## config.mk

```make
export PLATFORM = sky130hd
export DESIGN_NAME = pc_next_unit
export DESIGN_NICKNAME = d
export VERILOG_FILES = /design/src/rtl/pc_next_unit.sv
export SDC_FILE = /design/constraint.sdc
export NUM_CORES = 1
export LEC_CHECK = 0
export CAP_MARGIN = 20
export CORE_ASPECT_RATIO = 0.6
export CORE_MARGIN = 5
export CORE_UTILIZATION = 42
export CTS_CLUSTER_SIZE = 20
export DETAILED_ROUTE_END_ITERATION = 16
export PLACE_DENSITY = 0.77
export SETUP_SLACK_MARGIN = 0.4
export SYNTH_ARGS = -nofsm -noshare
export SYNTH_HDL_FRONTEND = slang
export SYNTH_SLANG_ARGS = --single-unit
```

## constraint.sdc

```tcl
create_clock -name clk -period 5.95 [get_ports clk]
set_input_delay 0.595 -clock clk [delete_from_list [all_inputs] [get_ports clk]]
set_output_delay 0.595 -clock clk [all_outputs]
set_load 0.01 [all_outputs]
```

## src/rtl/pc_next_unit.sv

```systemverilog
// rtl/pc_next_unit.sv - MIPS PC register with 5-source priority select and stall-time pending redirect
// Optional feature macro PC_ALIGN_CHECK_EN: misaligned redirect targets trap to EXC_VECTOR.
module pc_next_unit #(
  parameter int unsigned      WIDTH        = 32,
  parameter logic [WIDTH-1:0] RESET_VECTOR = WIDTH'(32'h0000_0000),
  parameter logic [WIDTH-1:0] EXC_VECTOR   = WIDTH'(32'h0000_0180),
  parameter int unsigned      INC          = 4
) (
  input  logic             clk,
  input  logic             reset,
  input  logic             stall,
  input  logic             exc,
  input  logic             jr,
  input  logic [WIDTH-1:0] jr_target,
  input  logic             jump,
  input  logic [WIDTH-1:0] jump_target,
  input  logic             branch_taken,
  input  logic [WIDTH-1:0] branch_target,
  output logic [WIDTH-1:0] pc,
  output logic [WIDTH-1:0] pc_plus_inc,
  output logic             redirect_pending,
  output logic             misalign
);

  logic [WIDTH-1:0] pc_q, pc_d;
  logic             pend_valid_q, pend_valid_d;
  logic [1:0]       pend_pri_q, pend_pri_d;
  logic [WIDTH-1:0] pend_tgt_q, pend_tgt_d;
  logic [2:0]       cur_pri;
  logic [WIDTH-1:0] cur_target;

`ifdef PC_ALIGN_CHECK_EN
  logic misalign_q, misalign_d;
  assign misalign = misalign_q;
`else
  assign misalign = 1'b0;
`endif

  assign pc               = pc_q;
  assign pc_plus_inc      = pc_q + WIDTH'(INC);
  assign redirect_pending = pend_valid_q;

  always_comb begin
    cur_pri    = 3'd0;
    cur_target = '0;
    if (exc) begin
      cur_pri    = 3'd4;
      cur_target = EXC_VECTOR;
    end else if (jr) begin
      cur_pri    = 3'd3;
      cur_target = jr_target;
    end else if (jump) begin
      cur_pri    = 3'd2;
      cur_target = jump_target;
    end else if (branch_taken) begin
      cur_pri    = 3'd1;
      cur_target = branch_target;
    end
  end

  always_comb begin
    pc_d         = pc_q;
    pend_valid_d = pend_valid_q;
    pend_pri_d   = pend_pri_q;
    pend_tgt_d   = pend_tgt_q;
`ifdef PC_ALIGN_CHECK_EN
    misalign_d   = 1'b0;
`endif
    if (cur_pri == 3'd4) begin
      // Exceptions bypass the stall and flush any held redirect.
      pc_d         = EXC_VECTOR;
      pend_valid_d = 1'b0;
    end else if (stall) begin
      if (cur_pri != 3'd0 && (!pend_valid_q || cur_pri > {1'b0, pend_pri_q})) begin
        pend_valid_d = 1'b1;
        pend_pri_d   = cur_pri[1:0];
        pend_tgt_d   = cur_target;
      end
    end else begin
      pc_d = pc_plus_inc;
      if (pend_valid_q && cur_pri <= {1'b0, pend_pri_q}) begin
        pc_d = pend_tgt_q;
      end else if (cur_pri != 3'd0) begin
        pc_d = cur_target;
      end
      pend_valid_d = 1'b0;
`ifdef PC_ALIGN_CHECK_EN
      if ((pend_valid_q || cur_pri != 3'd0) && pc_d[1:0] != 2'b00) begin
        pc_d       = EXC_VECTOR;
        misalign_d = 1'b1;
      end
`endif
    end
  end

  always_ff @(posedge clk) begin
    if (reset) begin
      pc_q         <= RESET_VECTOR;
      pend_valid_q <= 1'b0;
      pend_pri_q   <= 2'd0;
      pend_tgt_q   <= '0;
`ifdef PC_ALIGN_CHECK_EN
      misalign_q   <= 1'b0;
`endif
    end else begin
      pc_q         <= pc_d;
      pend_valid_q <= pend_valid_d;
      pend_pri_q   <= pend_pri_d;
      pend_tgt_q   <= pend_tgt_d;
`ifdef PC_ALIGN_CHECK_EN
      misalign_q   <= misalign_d;
`endif
    end
  end

endmodule

```

==> impl_metrics.env <==
export IMPL_fin_crit_ns=3.774
export IMPL_clockPowerShare_pct=41.8
export IMPL_layout_nets=829
export IMPL_yosys_warnings=0
export IMPL_ioPinCount=169
export IMPL_maxCapViolations=0
export IMPL_synth_top_area_cell="dfxtp_1"
export IMPL_totalWireLength_um=16160
export IMPL_netlist_area_um2=4392
export IMPL_worst_setup_path_start_kind="input port"
export IMPL_worstPathRequired_ns=6.22
export IMPL_die_area_um2=12670
export IMPL_drive_gt1_share_pct=6.190
export IMPL_die_y_um=89.21
export IMPL_p_leak_nw=2.284
export IMPL_power_internal_uw=981.0
export IMPL_yosys_area_top_type_share_pct=30.54
export IMPL_syn_area_per_cell_um2=7.494
export IMPL_ant_nets=0
export IMPL_hpwl_um=11920
export IMPL_yosys_top_cells_count="nand2_1 (90), dfxtp_1 (67), a21oi_1 (66)"
export IMPL_vias=5147
export IMPL_htreeDepth=3
export IMPL_grtUsageTotal_pct=25.27
export IMPL_setup_worst_path_end_class="register"
export IMPL_max_freq_ghz=0.2650
export IMPL_drt_iter0_drc=561
export IMPL_r2r_start="pend_pri_q[1]$_SDFFE_PP0P_"
export IMPL_dr_pass1_iters=5
export IMPL_grt_first_pass_wirelength_um=25590
export IMPL_netSwitchingFraction_pct=26.37
export IMPL_finClkSkew_ns=0.006339
export IMPL_slew_violations=0
export IMPL_die_w_um=142.0
export IMPL_clockBufferDepth=2
export IMPL_clock_latency_ns=0.33
export IMPL_clock_sinks=67
export IMPL_grt_max_degree=47
export IMPL_relSlewSlack_pct=31.17
export IMPL_fillers=876
export IMPL_root_buffer="clkbuf_16"
export IMPL_rows=28
export IMPL_antenna_found_initial=0
export IMPL_min_from="pend_tgt_q[20]$_SDFFE_PP0P_"
export IMPL_core_um2=10020
export IMPL_drcViolationCount=0
export IMPL_cts_buffers=9
export IMPL_finalSetupTns_ns=0
export IMPL_rsz0062_at_grt="no"
export IMPL_place_congestion=0.9185
export IMPL_syn_to_final_growth_pct=45.53
export IMPL_async_flop_share_pct=0
export IMPL_final_util_pct=63.79
export IMPL_synth_nets=692
export IMPL_setup_viol=0
export IMPL_combPwrFrac_pct=21.4
export IMPL_synth_top_flop_cell="dfxtp_1"
export IMPL_p_switching_uw=351.4
export IMPL_peakVddDrop_mv=0.1718
export IMPL_hp_class="register to register"
export IMPL_crit_start="jump"
export IMPL_crit_type="input port to register"
export IMPL_period_share_pct=63.42
export IMPL_cp_max_fo=39
export IMPL_ys_seq_area_share_pct=30.54
export IMPL_overflow=0
export IMPL_grt_pass1_vias=4956
export IMPL_netlist_instances=586
export IMPL_cts_resized=0
export IMPL_crit_arrival_ns=4.04
export IMPL_rrSetupSlack_ns=3.18
export IMPL_initial_core_util_pct=43.83
export IMPL_cts_tree="built"
export IMPL_p_per_area_nw_per_um2=208.5
export IMPL_cts_setup_buffers=0
export IMPL_totalPowerFinal_mw=1.332
export IMPL_io_buffers=167
export IMPL_routed_via_density=5.971
export IMPL_wl_per_cell_um=18.75
export IMPL_yosys_top_cells_area="dfxtp_1 (31%), nand2_1 (7.7%), a21oi_1 (7.5%)"
export IMPL_clkSlewWorstSetupHoldPaths_ns=0.05
export IMPL_hold_viol_final=0
export IMPL_cts_hold_fix_buffers=0
export IMPL_synth_edf_count=0
export IMPL_worstMarginPinSlew_ns=1.031
export IMPL_status="finished, final reports clean"
export IMPL_antennaDiodeCount=0
export IMPL_synth_most_common_cell="nand2_1"
export IMPL_place_ws_ns=1.858
export IMPL_fin_ws_ns=2.176
export IMPL_seqPwrFrac_pct=36.8
export IMPL_netlist_cell_type_count=60
export IMPL_ys_seq_elements=67
metal layers:
metal | vias up | routed length (um) | track usage (%)
li1 | 2406 | - | -
met1 | 2423 | 7105 | 33.81
met2 | 293 | 7142 | 40.91
met3 | 25 | 1702 | 6.307
met4 | 0 | 213 | 7.230
met5 | - | 0 | 0
flip-flops by register name, indices dropped and copies added (netlist names), named ones only:
signal,flops
pend_tgt_q,32
redirect_pending,1
pc,30
pend_pri_q,2
kinds of logic (layout without fill, tap and decap cells):
logic type / Yosys count / after routing / synth area share, %
AO/OA/AOI/OAI: 178 / 178 / 26.33
multiplexers: 16 / 16 / 3.675
flip-flops: 67 / 67 / 30.54
buffers and inverters: 62 / 203 / 6.724
other: 1 / 1 / 0.08539
XOR/XNOR: 28 / 28 / 5.584
adder cells (fa/ha/maj): 3 / 3 / 0.8548
AND/OR/NAND/NOR: 231 / 231 / 26.21
cells in the final DEF, fill, tap and decap left out, types with 16 or more instances in the layout:
| master | count |
|---|---|
| o21ai_0 | 38 |
| nand3_1 | 16 |
| nand2_1 | 90 |
| nor3_1 | 26 |
| dfxtp_1 | 67 |
| a21oi_1 | 66 |
| nor2_1 | 48 |
| xnor2_1 | 22 |
| clkdlybuf4s50_1 | 166 |
| a221oi_1 | 25 |
final cells by class:
| type | instances | area, um2 | share of cell area [%] |
|---|---|---|---|
| inverters | 11 | 41.29 | 0.6460 |
| multi-input cells | 457 | 2764 | 43.25 |
| clock inverters | 1 | 30.03 | 0.4699 |
| clock buffers | 14 | 284.0 | 4.444 |
| well taps | 135 | 168.9 | 2.643 |
| flip-flops and latches | 67 | 1341 | 20.99 |
| repair buffers | 177 | 1762 | 27.56 |
power by group through the flow:
stage	clock [mW]	combinational, mW	sequential [mW]
5_1_grt	0.582	0.307	0.493
3_3_place_gp	0	0.275	0.498
2_1_floorplan	0	0.139	0.497
3_5_place_dp	0	0.282	0.499
6_report	0.557	0.285	0.491
4_1_cts	0.557	0.283	0.490
worst max-delay path: stages:
cell and delay, ns:
clkdlybuf4s50_1 0.46, buf_4 0.36, and2b_1 0.24, o21ai_0 0.15, ha_1 0.30, a32oi_4 0.63, nand2_1 0.54, or3_1 0.46
and4_1 0.20, nor2_1 0.09
path summary, 6_finish.rpt:
check / endpoint / cells after the start
max: pc[12]$_SDFFE_PP0N_ / 10
min: pend_tgt_q[20]$_SDFFE_PP0P_ / 2
max reg2reg: pc[12]$_SDFFE_PP0N_ / 8
min reg2reg: pend_tgt_q[20]$_SDFFE_PP0P_ / 2
stage by stage:
step                      instances  instance area [um2]  hold slack [ns]
after CTS                       862                 6391           0.4543
after floorplan                 586                 4392           0.4329
final                           862                 6391           0.4511
after global routing            862                 6391           0.4743
after detailed placement        847                 6077           0.4473
after global placement          846                 6050           0.4424
Note: power is estimated with default switching activity, not from simulation.
